--- config.mk ---
export PLATFORM = sky130hd
export DESIGN_NAME = pixel_mixer_flat
export DESIGN_NICKNAME = d
export VERILOG_FILES = /design/src/rtl/pixel_mixer_if.sv /design/src/rtl/pixel_mixer.sv /design/src/flat_wrapper.sv
export SDC_FILE = /design/constraint.sdc
export NUM_CORES = 1
export LEC_CHECK = 0
export ABC_AREA = 1
export BUFFER_PORTS_ARGS = -buffer_cell sky130_fd_sc_hd__buf_2
export CORE_UTILIZATION = 52
export CTS_BUF_LIST = sky130_fd_sc_hd__clkbuf_8
export CTS_CLUSTER_DIAMETER = 40
export DETAILED_ROUTE_END_ITERATION = 8
export PLACE_DENSITY_LB_ADDON = 0.2
export SLEW_MARGIN = 20
export SYNTH_ARGS = -nofsm -noshare
export SYNTH_HDL_FRONTEND = slang
export SYNTH_SLANG_ARGS = --single-unit
--- constraint.sdc ---
create_clock -name clk -period 2 [get_ports clk]
set_input_delay 0.2 -clock clk [delete_from_list [all_inputs] [get_ports clk]]
set_output_delay 0.2 -clock clk [all_outputs]
set_load 0.005 [all_outputs]
--- src/rtl/pixel_mixer_if.sv ---
// Tile-engine prep/pixel handshake, palette lookup and scanline-buffer write bus
// between the pixel mixer (master) and its surrounding tile engines / RAMs (slave).
interface pixel_mixer_if;
  logic        line_start;
  logic        bg_prep;
  logic        fg_prep;
  logic        bg_done;
  logic        fg_done;
  logic [8:0]  pixel_addr;
  logic [7:0]  bg_pixel_data;
  logic [7:0]  fg_pixel_data;
  logic [7:0]  pal_addr;
  logic [23:0] pal_rddata;
  logic [8:0]  lb_addr;
  logic [23:0] lb_wrdata;
  logic        lb_wren;
  logic        busy;
  logic        mix_done;

  modport master (
    input  line_start, bg_done, fg_done, bg_pixel_data, fg_pixel_data, pal_rddata,
    output bg_prep, fg_prep, pixel_addr, pal_addr, lb_addr, lb_wrdata, lb_wren, busy, mix_done
  );

  modport slave (
    output line_start, bg_done, fg_done, bg_pixel_data, fg_pixel_data, pal_rddata,
    input  bg_prep, fg_prep, pixel_addr, pal_addr, lb_addr, lb_wrdata, lb_wren, busy, mix_done
  );
endinterface

--- src/rtl/pixel_mixer.sv ---
// Per-scanline compositor: preps both tile engines, sweeps pixel_addr across the row and
// writes foreground-over-background palette colours into the scanline buffer.
module pixel_mixer #(
  parameter int unsigned NUM_PIXELS = 320,
  parameter logic [7:0]  BACKDROP   = 8'h00
) (
  input  logic          clk,
  input  logic          rst_n,
  pixel_mixer_if.master bus
);

  typedef enum logic [1:0] {IDLE, PREP, MIX, DRAIN} state_t;

  localparam logic [8:0] LAST_ADDR = 9'(NUM_PIXELS - 1);

  state_t     state;
  state_t     state_nx;
  logic       prep_q;
  logic       bg_seen;
  logic       fg_seen;
  logic       both_done;
  logic       last_write;
  logic       s1_valid;
  logic [8:0] s1_addr;
  logic       s2_valid;
  logic [8:0] s2_addr;
  logic [7:0] sel;

  // A done arriving on the same cycle as the other latched one completes PREP immediately.
  assign both_done  = (bg_seen | bus.bg_done) & (fg_seen | bus.fg_done);
  assign last_write = bus.lb_wren && (bus.lb_addr == LAST_ADDR);

  assign bus.bg_prep   = prep_q;
  assign bus.fg_prep   = prep_q;
  assign bus.busy      = (state != IDLE);
  assign bus.lb_wrdata = bus.pal_rddata;

  always_comb begin
    // NOTE: every always_comb output gets a default first so no path can infer a latch.
    state_nx = state;
    unique case (state)
      IDLE:    if (bus.line_start)              state_nx = PREP;
      PREP:    if (both_done)                   state_nx = MIX;
      MIX:     if (bus.pixel_addr == LAST_ADDR) state_nx = DRAIN;
      DRAIN:   if (last_write)                  state_nx = IDLE;
      default:                                  state_nx = IDLE;
    endcase
  end

  // NOTE: sequential state uses non-blocking assignments so all registers update together.
  always_ff @(posedge clk) begin
    if (!rst_n) state <= IDLE;
    else        state <= state_nx;
  end

  always_ff @(posedge clk) begin
    if (!rst_n) begin
      prep_q         <= 1'b0;
      bg_seen        <= 1'b0;
      fg_seen        <= 1'b0;
      bus.pixel_addr <= '0;
      bus.mix_done   <= 1'b0;
    end else begin
      prep_q       <= (state == IDLE) && bus.line_start;
      bus.mix_done <= (state == DRAIN) && last_write;
      if (state == PREP) begin
        bg_seen <= bg_seen | bus.bg_done;
        fg_seen <= fg_seen | bus.fg_done;
      end else begin
        bg_seen <= 1'b0;
        fg_seen <= 1'b0;
      end
      if ((state == MIX) && (bus.pixel_addr != LAST_ADDR)) bus.pixel_addr <= bus.pixel_addr + 9'd1;
      else                                                 bus.pixel_addr <= '0;
    end
  end

  // Foreground wins unless its colour nibble is transparent; the palette nibble rides along.
  always_comb begin
    sel = BACKDROP;
    if (bus.fg_pixel_data[3:0] != 4'h0)      sel = bus.fg_pixel_data;
    else if (bus.bg_pixel_data[3:0] != 4'h0) sel = bus.bg_pixel_data;
  end

  always_ff @(posedge clk) begin
    if (!rst_n) begin
      s1_valid    <= 1'b0;
      s1_addr     <= '0;
      s2_valid    <= 1'b0;
      s2_addr     <= '0;
      bus.pal_addr <= '0;
      bus.lb_wren <= 1'b0;
      bus.lb_addr <= '0;
    end else begin
      s1_valid    <= (state == MIX);
      s1_addr     <= bus.pixel_addr;
      s2_valid    <= s1_valid && (state != IDLE);
      bus.lb_wren <= s2_valid && (state != IDLE);
      if (s1_valid) begin
        bus.pal_addr <= sel;
        s2_addr      <= s1_addr;
      end
      if (s2_valid) bus.lb_addr <= s2_addr;
    end
  end

endmodule

--- src/flat_wrapper.sv ---
// flat-port wrapper written by rule: the top's interface ports become plain ports
module pixel_mixer_flat 
#(
  parameter int unsigned NUM_PIXELS = 320,
  parameter logic [7:0]  BACKDROP   = 8'h00
)
  (clk, rst_n, bus_line_start, bus_bg_done, bus_fg_done, bus_bg_pixel_data, bus_fg_pixel_data, bus_pal_rddata, bus_bg_prep, bus_fg_prep, bus_pixel_addr, bus_pal_addr, bus_lb_addr, bus_lb_wrdata, bus_lb_wren, bus_busy, bus_mix_done);
  pixel_mixer_if bus_i ();
  input  logic clk;
  input  logic rst_n;
  input wire logic [$bits(bus_i.line_start)-1:0] bus_line_start;
  input wire logic [$bits(bus_i.bg_done)-1:0] bus_bg_done;
  input wire logic [$bits(bus_i.fg_done)-1:0] bus_fg_done;
  input wire logic [$bits(bus_i.bg_pixel_data)-1:0] bus_bg_pixel_data;
  input wire logic [$bits(bus_i.fg_pixel_data)-1:0] bus_fg_pixel_data;
  input wire logic [$bits(bus_i.pal_rddata)-1:0] bus_pal_rddata;
  output wire logic [$bits(bus_i.bg_prep)-1:0] bus_bg_prep;
  output wire logic [$bits(bus_i.fg_prep)-1:0] bus_fg_prep;
  output wire logic [$bits(bus_i.pixel_addr)-1:0] bus_pixel_addr;
  output wire logic [$bits(bus_i.pal_addr)-1:0] bus_pal_addr;
  output wire logic [$bits(bus_i.lb_addr)-1:0] bus_lb_addr;
  output wire logic [$bits(bus_i.lb_wrdata)-1:0] bus_lb_wrdata;
  output wire logic [$bits(bus_i.lb_wren)-1:0] bus_lb_wren;
  output wire logic [$bits(bus_i.busy)-1:0] bus_busy;
  output wire logic [$bits(bus_i.mix_done)-1:0] bus_mix_done;
  assign bus_i.line_start = bus_line_start;
  assign bus_i.bg_done = bus_bg_done;
  assign bus_i.fg_done = bus_fg_done;
  assign bus_i.bg_pixel_data = bus_bg_pixel_data;
  assign bus_i.fg_pixel_data = bus_fg_pixel_data;
  assign bus_i.pal_rddata = bus_pal_rddata;
  assign bus_bg_prep = bus_i.bg_prep;
  assign bus_fg_prep = bus_i.fg_prep;
  assign bus_pixel_addr = bus_i.pixel_addr;
  assign bus_pal_addr = bus_i.pal_addr;
  assign bus_lb_addr = bus_i.lb_addr;
  assign bus_lb_wrdata = bus_i.lb_wrdata;
  assign bus_lb_wren = bus_i.lb_wren;
  assign bus_busy = bus_i.busy;
  assign bus_mix_done = bus_i.mix_done;
  pixel_mixer #(.NUM_PIXELS(NUM_PIXELS), .BACKDROP(BACKDROP)) u_core (.clk(clk), .rst_n(rst_n), .bus(bus_i));
endmodule
==> results of run 1 <==
[kinds of logic after synthesis]
logic type	Yosys count
buf+inv	68
fa+ha+maj	6
flops	53
compound gates	48
simple gates	106
xor+xnor	3
[synthesized netlist by cell type, types with 3 or more instances]
cell type / instances / area share
o21ai_0: 27 / 0.061
nor2_1: 47 / 0.080
nand2_2: 3 / 0.0085
nand2_1: 36 / 0.061
clkbuf_1: 6 / 0.010
ha_1: 6 / 0.034
inv_1: 35 / 0.059
buf_4: 25 / 0.085
nand3_1: 9 / 0.020
dfxtp_1: 53 / 0.48
nor3_1: 3 / 0.0068
a21oi_1: 16 / 0.036
a31oi_1: 4 / 0.011
[through the flow]
step | instances | area, µm² | utilization | hold WS (ns) | total power [mW]
floorplan | 284 | 2220 | - | 0.322 | 1.62
global placement | 354 | 2330 | 0.574 | 0.400 | 1.74
detailed placement | 354 | 2330 | 0.574 | 0.400 | 1.74
CTS | 362 | 2430 | 0.599 | 0.110 | 2.39
global route | 362 | 2430 | 0.599 | 0.125 | 2.54
finish | 362 | 2430 | 0.599 | 0.125 | 2.35
[per-layer routing]
metal | vias to the layer above | wire [µm]
met2 | 34 | 1650
met3 | 13 | 201
met4 | 0 | 89
met5 | - | 0
met1 | 744 | 1850
li1 | 919 | -
[sequential cells by signal (all words and copies together) (netlist names)]
signal	cells
u_core.s1_valid	1
u_core.s1_addr	9
u_core.bus.lb_wren	1
u_core.s2_addr	9
u_core.fg_seen	1
u_core.bus.pal_addr	8
u_core.bus.mix_done	1
u_core.state	2
u_core.bus.lb_addr	9
u_core.bus.pixel_addr	9
u_core.bg_seen	1
u_core.bus.bg_prep	1
u_core.s2_valid	1
[worst min-delay path, cell delays in order]
cell     delay (ns)
buf_2          0.11
nand2_1        0.06
nor2_1         0.03
[power by group through the flow]
stage	clock network (mW)	logic, mW	registers [mW]
after floorplan	0	0.366	1.26
after global placement	0	0.479	1.26
after detailed placement	0	0.485	1.26
after CTS	0.662	0.489	1.23
after global routing	0.709	0.573	1.25
final	0.636	0.483	1.23
[area by class of cell]
cell class                      instances  area [µm²]
Fill cell                             376        1630
Sequential cell                        53        1060
Multi-Input combinational cell        163         806
Timing Repair Buffer                   53         270
Inverter                               35         131
Clock buffer                            6        82.6
Tap cell                               50        62.6
Clock inverter                          2        17.5
[final timing paths]
path	startpoint	to	cells past startpoint
worst max-delay path	u_core.state[0]$_SDFFE_PN0P_	u_core.state[1]$_SDFFE_PN0P_	9
worst min register to register	u_core.fg_seen$_SDFF_PN0_	u_core.fg_seen$_SDFF_PN0_	2
worst min-delay path	bus_line_start	u_core.bus.bg_prep$_SDFF_PN0_	3
worst max register to register	u_core.state[0]$_SDFFE_PN0P_	u_core.state[1]$_SDFFE_PN0P_	9
[cell usage in the layout (no fill, tap or decap), drive strengths merged]
cell / Yosys / final
nand4: 2 / 2
ha: 6 / 6
a31oi: 4 / 4
dfxtp: 53 / 53
inv: 35 / 36
o21ai: 27 / 27
xnor2: 1 / 1
buf: 27 / 53
nor2: 49 / 49
nand2: 39 / 39
nor3: 3 / 3
nand3: 11 / 11
clkbuf: 6 / 6
nor3b: 1 / 1
clkinv: 0 / 1
xor2: 2 / 2
a21oi: 17 / 17
and3: 1 / 1
==> results.md, run 1 <==
* Mux contribution to synthesized area at 0
* Post-synthesis simple-gate area fraction at 0.206
* Pwr Density at just under 1000 nW/µm²
* Sequential element share of the synthesized area at 0.479
* Logic gate share of total power at 0.205
* Crit path max fanout at 4
* Slowest-stage cell, CP: dfxtp_1
* Total grt overflow at 0
* RSZ-0062 raised after global routing: no
* Area Overhead vs Synth at 9.71%
* Pre-CTS setup slack at between 0.5 and 0.6 ns
* Slew HR at 0.717
* Met2 Usage GRT at 0.285
* Net Count, Synth at around 340
* Cell family with most CP delay: flip-flops
* Drt pass-1 iters at 4
* Main synth FF type: dfxtp_1
* Leakage at 1.26 nW
* Clk_skew at 0.00425 ns
* P_sw at between 0.6 and 0.7 mW
* Routability cong. at 0.782
* Crit path required time at 2.25 ns
* Worst hold path type: input port to flop
* Kind of critical path: flop to flop
* Status: finished, final reports clean
* Crit-path cells: inv_1, ha_1, inv_1, nor2_1, a21oi_1, nand3_2, nand2_1, inv_1, nor2_1
* Setup TNS at 0 ns
* Clock sink count at 53
* Via count at about 1700
* Inserted Clock Buffers at 5
* IO Count at 100
* Diode count at 0
* Int Pwr at 1.66 mW
* Wire per inst at 10.5 µm
* H-Tree Level Count at 2
* Cell area after synthesis at between 2000 and 2500 µm²
* Initial antenna violation count at 0
* Vias in the first global route at 1465
* Max Cap Viol at 0
* Distinct cells, synth at 23
* Postcts setup bufs at 0
* WL final at 3790 µm
* Adder-cell area share of the yosys netlist at 0.0339
* Mapped Cells at around 280
* Grt met3 use at 0.0405
* Switching part of the total at 0.296
* Yosys reg bits at 53
* Final net count at 362
* CTS hold repair buffers at 0
* Cell mode on critical path: inv_1
* Chip Height at 67.3 µm
* Busiest metal layer after global routing: met2
* Global-route wire length before repair at between 6000 and 7000 µm
* Slew Viols, Final at 0
* Worst setup EP type: flop
* Number of warnings issued by yosys at 0
* CTS resizes at 0
* Ratio of cells with drive above 1 in the final layout at 0.224
* Root Buffer: clkbuf_8
* Delay of the slowest critical-path stage at around 0.37 ns
* Worst setup margin at around 0.56 ns
* Final Hold Viols at 0
* DIE AREA at ~4500 µm²
* Row count at 23
* Met1 usage at 0.234
* Port Buffer Count at 51
* 1st-iter DRT viols at 74
* Antenna Nets Post-Route at 0
* Hpwl dp at roughly 2700 µm
* EDFF count, synth at 0
* Die width at roughly 67 µm
* Worst path arrival time at approximately 1.7 ns
* Largest net degree at the start of global routing at 38
* Skew-Pair Late Insertion Delay at around 0.30 ns
* Sequential fraction of design power at 0.525
* F_max at 696 MHz
* GRT Overall Usage at 0.185
* Period Utilization, post-route at 0.718
* Clock network power share at 0.270
* WP buf/inv at 3
* Final setup viols at 0
* Min Tclk post-route at between 1 and 1.5 ns
* R2r setup slk at about 0.56 ns
* TritonCTS clock tree: done
* Worst slew pin tran at approximately 0.42 ns
* Clk slew on worst S/H paths at approximately 0.09 ns
* Max IR drop VDD at between 0.5 and 0.6 mV
* Via density at roughly 4.7
* Type of origin of the critical path: flop
* XOR/XNOR Fraction of Synth Area at 0.0119
* Mapped Avg Cell Area at a little under 8 µm²
* # DRC at 0
* Clock Path Buffers at 2
* Main combinational cell family by area after synthesis: simple AND/OR/NAND/NOR gates
* Post-synthesis compound-gate area fraction at 0.112
* Initial core utilization at 0.546
* Core area at between 4000 and 5000 µm²
* Synth async-reset ratio at 0
(Power assumes the default switching activity.)
==> inputs of run 2 (changes only) <==
- CORE_UTILIZATION: 52 -> 48
- clock period: 2 -> 1.34 ns (I/O delays scaled with it)
==> run 2 against run 1 <==
  * Sequential power is 50% higher
  * Global-route usage down 1.7 points
  * Worst setup slack got worse by 0.53 ns
  * Die area increased by 8.1%
  * Final cell count rose by 3.9%
  * Critical path type unchanged
  * Critical endpoint unchanged
==> results.md, run 2 (synthesis results as in run 1) <==
* Slowest-stage cell, CP: dfxtp_2
* Largest net degree at the start of global routing at 17
* Inserted Clock Buffers at 5
* Setup TNS at 0 ns
* 1st-iter DRT viols at 97
* Ratio of cells with drive above 1 in the final layout at 0.290
* Final net count at ~370
* Kind of critical path: flop to flop
* Final setup viols at 0
* Vias in the first global route at 1535
* Port Buffer Count at 51
* Diode count at 0
* Cell mode on critical path: inv_1
* CTS hold repair buffers at 0
* IO Count at 100
* Type of origin of the critical path: flop
* Clk_skew at 0.00559 ns
* Crit path max fanout at 4
* Routability cong. at ~0.85
* Pwr Density at about 1400 nW/µm²
* Core area at roughly 4400 µm²
* R2r setup slk at approximately 0.039 ns
* Via density at 4.62
* Initial antenna violation count at 0
* Row count at 24
* DIE AREA at between 4000 and 5000 µm²
* Most frequent cells in the layout: 51 x buf_2, 49 x dfxtp_1, 47 x nor2_1
* # DRC at 0
* Chip Height at between 60 and 70 µm
* Min Tclk post-route at around 1.3 ns
* Cell family with most CP delay: flip-flops
* Area Overhead vs Synth at 16.3%
* Pre-CTS setup slack at -0.0394 ns
* Worst hold slack at between 0.06 and 0.07 ns
* Worst path arrival time at between 1.5 and 2 ns
* Crit-path cells: inv_1, ha_2, inv_1, nor2_1, a21oi_2, nand3_2, nand2_1, inv_1, nor2_1
* Via count at approximately 1700
* Slew HR at 0.709
* Clock Path Buffers at 2
* Total grt overflow at 0
* Initial core utilization at 0.505
* Placed insts at around 370
* Status: finished, final reports clean
* Hpwl dp at 2880 µm
* Worst setup EP type: flop
* Most common cell after layout, fill and taps aside: buf_2
* Fillers at 430
* WP buf/inv at 3
* Area occupied by multi-input gates at 852 µm²
* Crit path required time at between 1.5 and 2 ns
* Drt pass-1 iters at 4
* Leakage at approximately 1.3 nW
* Final Hold Viols at 0
* F_max at a little under 800 MHz
* GRT Overall Usage at 0.168
* Worst hold path type: input port to flop
* Global-route wire length before repair at between 6000 and 7000 µm
* WL final at around 4100 µm
* Antenna Nets Post-Route at 0
* Total chip power at about 3.7 mW
* Delay of the slowest critical-path stage at 0.35 ns
* Slew Viols, Final at 0
* Max IR drop VDD at between 0.7 and 0.8 mV
* Period Utilization, post-route at 0.971
* Worst setup margin at just under 0.04 ns
* Root Buffer: clkbuf_8
* TritonCTS clock tree: done
* Clk slew on worst S/H paths at 0.09 ns
* Wire per inst at 10.9 µm
* Die width at approximately 70 µm
* Max Cap Viol at 0
* Worst slew pin tran at 0.436 ns
* Clock sink count at 53
* Register area at approximately 1100 µm²
* Post-route insts no fill at roughly 380
* Skew-Pair Late Insertion Delay at around 0.30 ns
* H-Tree Level Count at 2
run 2: cell types whose count changed in the layout (fill, tap and decap cells not counted), sizes merged:
| cell | previous run | this run |
|---|---|---|
| inv | 36 | 35 |
| buf | 53 | 65 |
| clkbuf | 6 | 7 |
run 2: per-stage QoR:
stage | area [µm²] | utilization
finish | 2580 | 0.588
global route | 2580 | 0.588
CTS | 2520 | 0.575
detailed placement | 2420 | 0.551
global placement | 2420 | 0.551
floorplan | 2220 | -
run 2: metal layers:
layer	GRT usage	share of wire	vias up
met5	0	0	-
met4	0.102	0.020	0
met3	0.0390	0.058	7
met2	0.255	0.45	45
met1	0.216	0.48	743
li1	-	-	943
run 2: what timing repair did:
action | in CTS | in global routing
pin swaps | 0 | 3
resized for setup | 1 | 14
setup endpoints to repair | 2 | 12
setup buffers | 0 | 1
run 2: path summary, 6_finish.rpt:
kind	start	end	cells past startpoint
setup reg to reg	u_core.state[1]$_SDFFE_PN0P_	u_core.state[1]$_SDFFE_PN0P_	9
hold reg to reg	u_core.bg_seen$_SDFF_PN0_	u_core.bg_seen$_SDFF_PN0_	2
setup / recovery	u_core.state[1]$_SDFFE_PN0P_	u_core.state[1]$_SDFFE_PN0P_	9
hold / removal	bus_line_start	u_core.bus.bg_prep$_SDFF_PN0_	3
run 2: area by class of cell:
cell class	count	share of cell area
clock buffers	7	0.0374
clock inverters	1	0.00194
inverters	35	0.0510
multi-input cells	163	0.331
flip-flops and latches	53	0.414
well taps	52	0.0253
repair buffers	65	0.140
run 2: worst min-delay path: cells and delay by family:
| family | cells | cell delay, ns |
|---|---|---|
| buf+inv | 1 | 0.11 |
| simple gates | 2 | 0.09 |
run 2: power by group:
| group | total (mW) | leakage [nW] | switching (mW) | internal (mW) |
|---|---|---|---|---|
| clock | 0.962 | 0.0542 | 0.494 | 0.467 |
| sequential | 1.85 | 0.431 | 0.0932 | 1.76 |
| combinational | 0.850 | 0.836 | 0.483 | 0.367 |
| total | 3.66 | 1.32 | 1.07 | 2.59 |
==> inputs of run 3 (changes only) <==
- PLACE_DENSITY: default -> 0.81
- PLACE_DENSITY_LB_ADDON: 0.2 -> default
==> run 3 against run 2 <==
  * Final cell count grew 0.27%
  * Worst setup slack worse by 0.016 ns
  * Critical path depth shrank 4
  * Via count up 2.9%
  * Core utilization is 0.40 points lower
  * Die area is the same
  * Wire length fell by 1.2%
  * Fmax down 1.2%
  * Clock power decreased by 7.5%
  * Cell area down 0.68%
  * Largest power group unchanged
==> results.md, run 3 (synthesis results as in run 1) <==
* Post-route insts no fill at approximately 380
* Chip Height at 69.9 µm
* Antenna Nets Post-Route at 0
* Worst hold slack at 0.0559 ns
* Vias in the first global route at between 1500 and 2000
* Sequential fraction of design power at 0.509
* R2R Path Start: u_core.state[0]$_SDFFE_PN0P_
* Crit path required time at 1.21 ns
* Clk slew on worst S/H paths at 0.09 ns
* Worst setup EP type: output pin
* F_max at 759 MHz
* DIE AREA at 4890 µm²
* Wire per inst at between 10 and 15 µm
* Inserted Clock Buffers at 5
* Row count at 24
* RSZ-0062 raised after global routing: yes
* Via count at between 1500 and 2000
* Drt pass-1 iters at 4
* Leakage at roughly 1.3 nW
* Largest net degree at the start of global routing at 25
* Slew Viols, Final at 0
* R2r setup slk at ~0.050 ns
* Met2 Usage GRT at 0.263
* Status: finished, final reports clean
* 1st-iter DRT viols at 85
* Port Buffer Count at between 50 and 60
* Switching part of the total at 0.302
* H-Tree Level Count at 2
* Clock Path Buffers at 2
* Setup TNS at 0 ns
* IO Count at 100
* Initial antenna violation count at 0
* Met1 usage at 0.219
* Skew-Pair Late Insertion Delay at a little over 0.3 ns
* Max IR drop VDD at 0.488 mV
* Type of origin of the critical path: flop
* Int Pwr at around 2.5 mW
* Final setup viols at 0
* Core area at roughly 4400 µm²
* Clk_skew at 0.00867 ns
* Ratio of cells with drive above 1 in the final layout at 0.289
* Via density at about 4.7
* Worst slew pin tran at just over 0.4 ns
* Placed insts at 365
* Root Buffer: clkbuf_8
* Area Overhead vs Synth at 15.5%
* Worst Hold Endpoint: u_core.bus.bg_prep$_SDFF_PN0_
* Clock sink count at 53
* Fillers at roughly 400
* Worst path arrival time at roughly 1.2 ns
* Min Tclk post-route at between 1 and 1.5 ns
* TritonCTS clock tree: done
* WL final at a little over 4000 µm
* Final Hold Viols at 0
* Hpwl dp at just under 3000 µm
* Capture point of the worst reg-to-reg path: u_core.bus.pixel_addr[5]$_SDFF_PN0_
* P_sw at approximately 1.1 mW
* Global-route wire length before repair at approximately 7000 µm
* Slew HR at 0.726
* Period Utilization, post-route at 0.983
* Die width at around 70 µm
* Hold Path Stages at 3
* Worst hold path startpoint: bus_line_start
* Busiest metal layer after global routing: met2
* Routability cong. at 0.767
* Grt met3 use at 0.0462
* # DRC at 0
* Final net count at between 300 and 400
* Pwr Density at ~1400 nW/µm²
* Crit path max fanout at 4
* Worst hold path type: input port to flop
* Initial core utilization at 0.505
* Logic gate share of total power at 0.246
* Kind of critical path: flop to output pin
* Total grt overflow at 0
* GRT Overall Usage at 0.170
* Diode count at 0
* Most frequent cells in the layout: 51 x buf_2, 48 x dfxtp_1, 47 x nor2_1
* Max Cap Viol at 0
* Most common cell after layout, fill and taps aside: buf_2
* R2r worst-path depth at 7
* Clock network power share at 0.244
[run 3: per-stage QoR]
stage	power [mW]	area [µm²]	worst slack, ns	utilization
floorplan	2.42	2220	0.0484	-
global placement	2.64	2400	0.0609	0.548
detailed placement	2.68	2400	-0.0793	0.548
CTS	3.58	2500	0.00336	0.570
global route	3.89	2560	-0.0457	0.584
finish	3.64	2560	0.0231	0.584
[run 3: power groups by stage]
stage               Clock (mW)  Combinational (mW)  Sequential, mW
floorplan                    0               0.546            1.88
global placement             0               0.769            1.87
detailed placement           0               0.800            1.88
CTS                      0.921               0.816            1.84
global route             0.977                1.03            1.88
finish                   0.890               0.896            1.85
[run 3: cell type report]
type	instances	area, µm²	share of cell area
Tap cell	52	65.1	0.0254
Multi-Input combinational cell	163	836	0.327
Clock buffer	5	68.8	0.0269
Sequential cell	53	1070	0.417
Inverter	35	131	0.0513
Clock inverter	3	22.5	0.00880
Timing Repair Buffer	66	368	0.144
[run 3: critical path: stages (launching register included)]
cell and delay [ns]:
dfxtp_2 0.35, inv_2 0.08, ha_2 0.18, inv_2 0.04, buf_4 0.12, buf_2 0.12
[run 3: worst max path at each step]
stage	start	to	slack, ns	cells after the start
2_1_floorplan	u_core.state[0]$_SDFFE_PN0P_	u_core.state[1]$_SDFFE_PN0P_	0.05	9
3_3_place_gp	u_core.state[1]$_SDFFE_PN0P_	u_core.state[1]$_SDFFE_PN0P_	0.06	9
3_5_place_dp	u_core.state[1]$_SDFFE_PN0P_	u_core.state[1]$_SDFFE_PN0P_	-0.08	9
4_1_cts	u_core.bus.pixel_addr[0]$_SDFF_PN0_	u_core.state[1]$_SDFFE_PN0P_	0.003	9
5_1_grt	u_core.state[0]$_SDFFE_PN0P_	u_core.state[1]$_SDFFE_PN0P_	-0.05	9
6_report	u_core.state[1]$_SDFFE_PN0P_	bus_busy	0.02	5
[run 3: timing repair]
item / in CTS / in global routing
gates resized for setup: 2 / 11
hold buffers: 0 / 0
gates cloned: 0 / 0
pin swaps: 0 / 6
buffers inserted: 0 / 4
endpoints found under the hold margin: 0 / 0
setup endpoints to repair: 2 / 10
[run 3: metal layers]
| metal | part of all wire | up-vias |
|---|---|---|
| met4 | 0.012 | 0 |
| met2 | 0.48 | 44 |
| met5 | 0 | - |
| li1 | - | 944 |
| met1 | 0.46 | 794 |
| met3 | 0.052 | 7 |
